File: config.mk
export PLATFORM = sky130hd
export DESIGN_NAME = mem_bus_interconnect_flat
export DESIGN_NICKNAME = d
export VERILOG_FILES = /design/src/rtl/mem_bus_interconnect_if.sv /design/src/rtl/mem_bus_interconnect.sv /design/src/flat_wrapper.sv
export SDC_FILE = /design/constraint.sdc
export NUM_CORES = 1
export LEC_CHECK = 0
export ABC_CLOCK_PERIOD_IN_PS = 2000
export CORE_MARGIN = 2
export CORE_UTILIZATION = 40
export CTS_BUF_LIST = sky130_fd_sc_hd__clkbuf_8
export CTS_CLUSTER_SIZE = 25
export DETAILED_ROUTE_END_ITERATION = 10
export PLACE_DENSITY = 0.79
export SYNTH_ARGS = -nofsm -noshare
export SYNTH_HDL_FRONTEND = slang
export SYNTH_SLANG_ARGS = --single-unit
File: constraint.sdc
create_clock -name clk -period 2 [get_ports clk]
set_input_delay 0.6 -clock clk [delete_from_list [all_inputs] [get_ports clk]]
set_output_delay 0.6 -clock clk [all_outputs]
set_load 0.01 [all_outputs]
File: src/rtl/mem_bus_interconnect_if.sv
// Bus bundle between the core data port, the interconnect and its peripherals.
// The interconnect takes the slave modport; the surrounding system (core + peripherals) the master one.
interface mem_bus_interconnect_if #(
  parameter int DATA_WIDTH = 32,
  parameter int ADDR_WIDTH = 32,
  parameter int N_SLV      = 3
);
  logic                        req_valid;
  logic                        req_we;
  logic [ADDR_WIDTH-1:0]       req_addr;
  logic [DATA_WIDTH-1:0]       req_wdata;
  logic                        rsp_ready;
  logic                        rsp_err;
  logic [DATA_WIDTH-1:0]       rsp_rdata;
  logic [N_SLV-1:0]            slv_sel;
  logic                        slv_we;
  logic [ADDR_WIDTH-1:0]       slv_addr;
  logic [DATA_WIDTH-1:0]       slv_wdata;
  logic [N_SLV*DATA_WIDTH-1:0] slv_rdata;
  logic [N_SLV-1:0]            slv_ready;

  modport master (
    output req_valid, req_we, req_addr, req_wdata, slv_rdata, slv_ready,
    input  rsp_ready, rsp_err, rsp_rdata, slv_sel, slv_we, slv_addr, slv_wdata
  );

  modport slave (
    input  req_valid, req_we, req_addr, req_wdata, slv_rdata, slv_ready,
    output rsp_ready, rsp_err, rsp_rdata, slv_sel, slv_we, slv_addr, slv_wdata
  );
endinterface

File: src/rtl/mem_bus_interconnect.sv
// Address-decoding interconnect: routes one core access at a time to one of N_SLV
// base/mask windows, waits for the slave's ready, and answers unmapped or stalled accesses with an error.
module mem_bus_interconnect #(
  parameter int                          DATA_WIDTH = 32,
  parameter int                          ADDR_WIDTH = 32,
  parameter int                          N_SLV      = 3,
  parameter logic [N_SLV*ADDR_WIDTH-1:0] SLV_BASE   = {32'h1001_0010, 32'h1001_0000, 32'h1000_0000},
  parameter logic [N_SLV*ADDR_WIDTH-1:0] SLV_MASK   = {32'hFFFF_FFF0, 32'hFFFF_FFF0, 32'hFFFF_0000},
  parameter int                          TIMEOUT    = 16
) (
  input logic                   clk,
  input logic                   n_rst,
  mem_bus_interconnect_if.slave bus
);

  localparam int IDX_W = (N_SLV > 1) ? $clog2(N_SLV) : 1;
  localparam int CNT_W = (TIMEOUT > 1) ? $clog2(TIMEOUT) : 1;
  localparam logic [CNT_W-1:0] CNT_LAST = CNT_W'((TIMEOUT > 0) ? TIMEOUT - 1 : 0);

  typedef enum logic [1:0] {S_IDLE, S_WAIT, S_RESP} state_t;

  state_t                  r_state;
  state_t                  w_next;
  logic [IDX_W-1:0]        r_idx;
  logic                    r_we;
  logic [ADDR_WIDTH-1:0]   r_off;
  logic [DATA_WIDTH-1:0]   r_wdata;
  logic [DATA_WIDTH-1:0]   r_rdata;
  logic                    r_err;
  logic [CNT_W-1:0]        r_cnt;

  logic                    w_hit;
  logic [IDX_W-1:0]        w_idx;
  logic [ADDR_WIDTH-1:0]   w_off;
  logic                    w_sel_ready;
  logic [DATA_WIDTH-1:0]   w_sel_rdata;
  logic                    w_timeout;
  logic [N_SLV-1:0]        w_sel;

  // Scan from the top index down so the lowest matching window is the one left standing.
  always_comb begin
    w_hit = 1'b0;
    w_idx = '0;
    w_off = bus.req_addr & ~SLV_MASK[0 +: ADDR_WIDTH];
    for (int i = N_SLV - 1; i >= 0; i--) begin
      if ((bus.req_addr & SLV_MASK[i*ADDR_WIDTH +: ADDR_WIDTH]) == SLV_BASE[i*ADDR_WIDTH +: ADDR_WIDTH]) begin
        w_hit = 1'b1;
        w_idx = IDX_W'(i);
        w_off = bus.req_addr & ~SLV_MASK[i*ADDR_WIDTH +: ADDR_WIDTH];
      end
    end
  end

  assign w_sel_ready = bus.slv_ready[r_idx];
  assign w_sel_rdata = bus.slv_rdata[r_idx*DATA_WIDTH +: DATA_WIDTH];
  assign w_timeout   = (TIMEOUT != 0) && (r_cnt == CNT_LAST);

  always_comb begin
    w_next = r_state;
    w_sel  = '0;
    case (r_state)
      S_IDLE: begin
        if (bus.req_valid) w_next = w_hit ? S_WAIT : S_RESP;
      end
      S_WAIT: begin
        for (int i = 0; i < N_SLV; i++) w_sel[i] = (r_idx == IDX_W'(i));
        if (w_sel_ready || w_timeout) w_next = S_RESP;
      end
      S_RESP: w_next = S_IDLE;
      default: w_next = S_IDLE;
    endcase
  end

  always_ff @(posedge clk or negedge n_rst) begin
    if (!n_rst) begin
      r_state <= S_IDLE;
      r_idx   <= '0;
      r_we    <= 1'b0;
      r_off   <= '0;
      r_wdata <= '0;
      r_rdata <= '0;
      r_err   <= 1'b0;
      r_cnt   <= '0;
    end else begin
      r_state <= w_next;
      case (r_state)
        S_IDLE: begin
          if (bus.req_valid) begin
            r_idx   <= w_idx;
            r_we    <= bus.req_we;
            r_off   <= w_off;
            r_wdata <= bus.req_wdata;
            r_rdata <= '0;
            r_err   <= !w_hit;
            r_cnt   <= '0;
          end
        end
        S_WAIT: begin
          // Ready on the last watchdog cycle still completes cleanly.
          if (w_sel_ready) begin
            if (!r_we) r_rdata <= w_sel_rdata;
          end else if (w_timeout) begin
            r_err <= 1'b1;
          end else begin
            r_cnt <= r_cnt + 1'b1;
          end
        end
        default: ;
      endcase
    end
  end

  assign bus.rsp_ready = (r_state == S_RESP);
  assign bus.rsp_err   = (r_state == S_RESP) && r_err;
  assign bus.rsp_rdata = (r_state == S_RESP) ? r_rdata : '0;
  assign bus.slv_sel   = w_sel;
  assign bus.slv_we    = (r_state == S_WAIT) && r_we;
  assign bus.slv_addr  = (r_state == S_WAIT) ? r_off : '0;
  assign bus.slv_wdata = (r_state == S_WAIT) ? r_wdata : '0;

endmodule

File: src/flat_wrapper.sv
// flat-port wrapper written by rule: the top's interface ports become plain ports
module mem_bus_interconnect_flat 
#(
  parameter int                          DATA_WIDTH = 32,
  parameter int                          ADDR_WIDTH = 32,
  parameter int                          N_SLV      = 3,
  parameter logic [N_SLV*ADDR_WIDTH-1:0] SLV_BASE   = {32'h1001_0010, 32'h1001_0000, 32'h1000_0000},
  parameter logic [N_SLV*ADDR_WIDTH-1:0] SLV_MASK   = {32'hFFFF_FFF0, 32'hFFFF_FFF0, 32'hFFFF_0000},
  parameter int                          TIMEOUT    = 16
)
  (clk, n_rst, bus_req_valid, bus_req_we, bus_req_addr, bus_req_wdata, bus_slv_rdata, bus_slv_ready, bus_rsp_ready, bus_rsp_err, bus_rsp_rdata, bus_slv_sel, bus_slv_we, bus_slv_addr, bus_slv_wdata);
  mem_bus_interconnect_if #(.DATA_WIDTH(DATA_WIDTH), .ADDR_WIDTH(ADDR_WIDTH), .N_SLV(N_SLV)) bus_i ();
  input logic clk;
  input logic n_rst;
  input wire logic [$bits(bus_i.req_valid)-1:0] bus_req_valid;
  input wire logic [$bits(bus_i.req_we)-1:0] bus_req_we;
  input wire logic [$bits(bus_i.req_addr)-1:0] bus_req_addr;
  input wire logic [$bits(bus_i.req_wdata)-1:0] bus_req_wdata;
  input wire logic [$bits(bus_i.slv_rdata)-1:0] bus_slv_rdata;
  input wire logic [$bits(bus_i.slv_ready)-1:0] bus_slv_ready;
  output wire logic [$bits(bus_i.rsp_ready)-1:0] bus_rsp_ready;
  output wire logic [$bits(bus_i.rsp_err)-1:0] bus_rsp_err;
  output wire logic [$bits(bus_i.rsp_rdata)-1:0] bus_rsp_rdata;
  output wire logic [$bits(bus_i.slv_sel)-1:0] bus_slv_sel;
  output wire logic [$bits(bus_i.slv_we)-1:0] bus_slv_we;
  output wire logic [$bits(bus_i.slv_addr)-1:0] bus_slv_addr;
  output wire logic [$bits(bus_i.slv_wdata)-1:0] bus_slv_wdata;
  assign bus_i.req_valid = bus_req_valid;
  assign bus_i.req_we = bus_req_we;
  assign bus_i.req_addr = bus_req_addr;
  assign bus_i.req_wdata = bus_req_wdata;
  assign bus_i.slv_rdata = bus_slv_rdata;
  assign bus_i.slv_ready = bus_slv_ready;
  assign bus_rsp_ready = bus_i.rsp_ready;
  assign bus_rsp_err = bus_i.rsp_err;
  assign bus_rsp_rdata = bus_i.rsp_rdata;
  assign bus_slv_sel = bus_i.slv_sel;
  assign bus_slv_we = bus_i.slv_we;
  assign bus_slv_addr = bus_i.slv_addr;
  assign bus_slv_wdata = bus_i.slv_wdata;
  mem_bus_interconnect #(.DATA_WIDTH(DATA_WIDTH), .ADDR_WIDTH(ADDR_WIDTH), .N_SLV(N_SLV), .SLV_BASE(SLV_BASE), .SLV_MASK(SLV_MASK), .TIMEOUT(TIMEOUT)) u_core (.clk(clk), .n_rst(n_rst), .bus(bus_i));
endmodule
* Word level (Yosys, flattened, before mapping) *
Cells that the tools add are included.

word-level totals
  output and inout port bits = 102
  bits in registers = 106
  bits of input ports = 167
  word-level logic and storage cells = 69

operators by class
  add/sub/neg operators = 1
  equality and inequality tests = 15
  muxes and demuxes = 31
  $lt $le $gt $ge = 1
  reductions and logical operators = 12
  shift operators = 1

operators by type and width
  kind                  count
  $mux 32               8
  $shiftx 96x8->32      1
  $pmux 32 s2           1
  $eq 28x25->1 const B  2
  $eq 16x13->1 const B  1
  $mux 16               1
  $mux 2                6
  $mux 4                3
  $reduce_and 4->1      3
  $ne 2x2->1 const B    4
  $pmux 4 s2            1
  $mux 1                7
  $ne 2x1->1 const B    3
  $add 4x1->4 const B   1
  $eq 2x1->1 const B    2
  $eq 2x2->1 const B    2
  $eq 4x4->1 const B    1
  $logic_not 2->1       2
  $pmux 2 s2            1
  $reduce_and 2->1      2
  $lt 2x3->1 const B    1
  $mux 3                1
  $bmux 1 s2            1
  $logic_and 1x1->1     2
  other kinds (4)       4

* Longest topological paths before layout *
  depth after elaboration = 7
  mapped depth = 7
  depth with buffers taken out = 5

* Worst setup path before layout *
Ideal clock, no wire load.

  kind = reg-to-output
  from = register u_core.r_idx[0]
  to = output bus_slv_sel[1]
  arrival time = 1.245 ns
  data required time = 1.400 ns
  path buffers = 2
  slack = 0.155 ns
  cell stages (with the launch flop) = 4
  path through = dfrtp_1 -> buf_4 -> buf_1 -> nor3b_1

between the ends
  longest elaborated chain between the ends = 2

RTL lines
  what                      RTL line                    RTL
  start: declaration        mem_bus_interconnect.sv:24  logic [IDX_W-1:0] r_idx;
  start signal: assignment  mem_bus_interconnect.sv:89  r_idx <= w_idx;
  $eq 2x1->1                mem_bus_interconnect.sv:66  for (int i = 0; i < N_SLV; i++) w_sel[i] = (r_idx == IDX_W'(i));
  $mux 3                    mem_bus_interconnect.sv:61  case (r_state)
  end: declaration          flat_wrapper.sv:24          output wire logic [$bits(bus_i.slv_sel)-1:0] bus_slv_sel;

Every way passes these cells.

* Worst setup path in the final report *
  from = register u_core.r_state[0]
  to = output bus_rsp_rdata[28]

between the ends
  longest elaborated chain between the ends = 2

RTL lines
  what                      RTL line                     RTL
  start: declaration        mem_bus_interconnect.sv:22   state_t r_state;
  start signal: assignment  mem_bus_interconnect.sv:85   r_state <= w_next;
  $eq 2x2->1                mem_bus_interconnect.sv:115  assign bus.rsp_rdata = (r_state == S_RESP) ? r_rdata : '0;
  $mux 32                   mem_bus_interconnect.sv:115
  end: declaration          flat_wrapper.sv:23           output wire logic [$bits(bus_i.rsp_rdata)-1:0] bus_rsp_rdata;

Every way passes these cells.

==> results.py <==
metrics = {
    "sta": {
        "finalSetupViolations": 117,
        "max_freq_mhz": 452,
        "worst_slew_pin_slew_ns": 0.700,
        "setup_slack_ns": -0.214,
        "finalCritPeriodShare_pct": 111,
        "clock_skew_ns": 0.00821,
        "layout_min_cycle_time_ns": 2.21,
        "holdWs_ns": 0.0755,
        "slew_viol_final": 0,
        "hold_viol": 0,
        "rsz0062_at_grt": "true",
        "maxSlewHeadroom_pct": 53.2,
    },
    "clock_network": {
        "clock_sinks": 90,
        "cts-root-buf": "clkbuf_8",
        "cts_tree": "done",
        "clock_latency_ns": 0.36,
        "cts_buffers": 9,
        "path_clk_slew_ns": 0.08,
        "max-clock-path-buffers": 2,
        "h-tree-depth": 3,
    },
    "floorplanning": {
        "die_h_um": 114,
        "rows": 40,
        "io_pins": 269,
        "die_x_um": 114,
        "dieArea_um2": 13100,
        "initial_core_util_pct": 40.7,
        "core_area_um2": 12000,
    },
    "grt": {
        "grt_most_used_layer": "met2",
        "gr-usage-met3_pct": 5.66,
        "grt_max_degree": 57,
        "gr-total-overflow": 0,
        "grt_pass1_vias": 5289,
        "grtUsageTotal_pct": 26.1,
        "antenna_found_initial": 0,
        "grt_use_met2_pct": 47.1,
        "grt_pass1_wl_mm": 26.8,
        "met1_usage_pct": 31.0,
    },
    "pwr": {
        "power_leakage_nw": 4.01,
        "p_total_mw": 4.01,
        "irDropWorstVdd_v": 0.000357,
        "powerDensity_nw_per_um2": 468,
    },
    "detailed_routing": {
        "first_pass_iters": 5,
        "via_per_inst": 5.11,
        "drt_wl_total_mm": 17.5,
        "num_vias": 5102,
        "drt-initial-drc-count": 341,
        "drc_errors": 0,
        "antenna_left": 0,
        "avgRoutedWirePerCell_um": 17.5,
    },
    "synthesis": {
        "synth-async-reset-ratio_pct": 100,
        "netlist_instances": 560,
        "ys_seq_area_share_pct": 46.3,
        "syn_avg_cell_area_um2": 8.69,
        "synth_area_um2": 4870,
        "ys.warnings.count": 0,
        "synth_edf_count": 0,
        "synth-seq-cells": 90,
        "ys_types": 39,
        "yosys_most_used_dff": "dfrtp_1",
    },
    "min_path": {
        "hold_path.class": "in -> async",
    },
    "critical_path": {
        "arrival_ns": 1.61,
        "crit_required_ns": 1.40,
        "worstSetupStartpointType": "flip-flop",
        "critPathKind": "reg -> out",
        "crit_fanout": 9,
        "end_kind": "output port",
    },
    "run_status": {
        "violations": "setup timing",
        "status": "finished, violations left",
    },
    "cells_and_area": {
        "antennaDiodeCount": 0,
        "fillers": 901,
        "final_layout_size_suffix_gt1_share_pct": 28.3,
        "finalNetCount": 1015,
        "synthToLayoutAreaGrowth_pct": 76.0,
    },
    "placement": {
        "gp_congestion": 0.820,
        "portBuffers": 252,
        "dpl.hpwl_mm": 11.6,
    },
    "flow_run": {
        "maxCapViolCount": 0,
    },
}
critical path, cell delays in order (launching register included):
cell and delay (ns):
dfrtp_1 0.41, buf_6 0.13, nor2b_4 0.17, buf_6 0.16
buf_16 0.13, and2_1 0.13, buf_2 0.13
timing repair:
action                                  CTS  global route
hold buffers                              0             0
buffers inserted                         22             4
gates resized for setup                 429            92
endpoints found under the setup margin  118           120
pin swaps                                16            28
cloned                                   11             1
synthesized netlist by cell type, drive strengths merged, types with 2 or more instances:
cell	number	area share (%)
nand2	185	14
dfrtp	90	46
and2	84	11
mux2i	35	7.2
o21ai	35	3.6
a22o	32	5.8
buf	30	4.2
clkbuf	25	1.9
nor4	6	0.77
nand3	4	0.41
nor2b	3	0.39
nor3	3	0.41
a21oi	2	0.21
nand3b	2	0.31
nand4	2	0.26
nor2	2	0.15
nor3b	2	0.31
path summary, 6_finish.rpt:
kind	start	endpoint	slack (ns)	depth (start not counted)
hold reg to reg	u_core.r_wdata[27]	u_core.r_wdata[27]	0.48	2
hold / removal	n_rst	u_core.r_cnt[2]	0.08	1
setup / recovery	u_core.r_state[0]	bus_rsp_rdata[28]	-0.21	6
max in group asynchronous	n_rst	u_core.r_rdata[31]	1.30	2
setup reg to reg	u_core.r_state[1]	u_core.r_rdata[15]	-0.14	8
min in group clk	u_core.r_wdata[27]	u_core.r_wdata[27]	0.48	2
state kept, by name, indices dropped and copies added, names as in the netlist:
signal          count
u_core.r_off       16
u_core.r_state      2
u_core.r_idx        2
u_core.r_we         1
u_core.r_wdata     32
u_core.r_cnt        4
u_core.r_err        1
u_core.r_rdata     32
cell families (layout without fill, tap and decap cells):
kind of cell | Yosys count | in the layout | synth area share (%)
other cells | 1 | 16 | 0.0770
simple gates | 298 | 299 | 28.8
flops | 90 | 90 | 46.3
mux | 35 | 35 | 7.20
fa+ha+maj | 1 | 1 | 0.257
compound gates | 79 | 79 | 11.2
buf+inv | 56 | 332 | 6.19
layout by cell type, fill, tap and decap left out, types with 2 or more instances in the layout:
cell type	n
buf_8	4
buf_12	8
dfrtp_1	89
nor2b_4	2
nor3_4	2
nand4_1	2
conb_1	16
nor3_2	2
nand3b_1	2
buf_6	82
nor4_1	6
clkbuf_8	12
clkdlybuf4s50_1	165
o21ai_0	35
buf_16	8
buf_4	23
buf_2	24
a22o_1	32
mux2i_1	35
inv_1	3
nand2_1	184
and2_1	23
nand3_1	3
nor2_1	2
and2_4	60
a21oi_1	2
clkinv_2	2
metrics by stage:
stage | setup TNS, ns | cell area [um^2] | cells | setup slack [ns] | utilization, %
after floorplan | 0 | 4920 | 575 | 0.155 | -
after global placement | -22.85 | 7650 | 949 | -0.502 | 64.0
after detailed placement | -29.02 | 7650 | 949 | -0.636 | 64.0
after CTS | -16.56 | 8350 | 998 | -0.254 | 69.8
after global routing | -21.72 | 8570 | 999 | -0.262 | 71.6
final | -15.16 | 8570 | 999 | -0.214 | 71.6
final cells by class:
cell class | instances | area (um^2) | area share (%)
tap | 147 | 184 | 2.15
multi-input combinational | 430 | 2610 | 30.5
inverter | 1 | 3.75 | 0.0438
clock inverter | 4 | 17.5 | 0.204
timing repair buffer | 315 | 3330 | 38.9
clock buffer | 12 | 165 | 1.93
sequential | 90 | 2250 | 26.3
power breakdown:
group / internal (mW) / total [mW] / switching [mW]
logic: 0.474 / 0.799 / 0.325
registers: 1.96 / 2.05 / 0.0890
clock network: 0.542 / 1.17 / 0.625
total: 2.97 / 4.01 / 1.04
routing by layer:
layer	up-vias	part of all wire, %
li1	2391	-
met1	2464	38
met2	225	52
met3	22	8.1
met4	0	1.9
met5	-	0
Power figures use the tool's default switching activity.
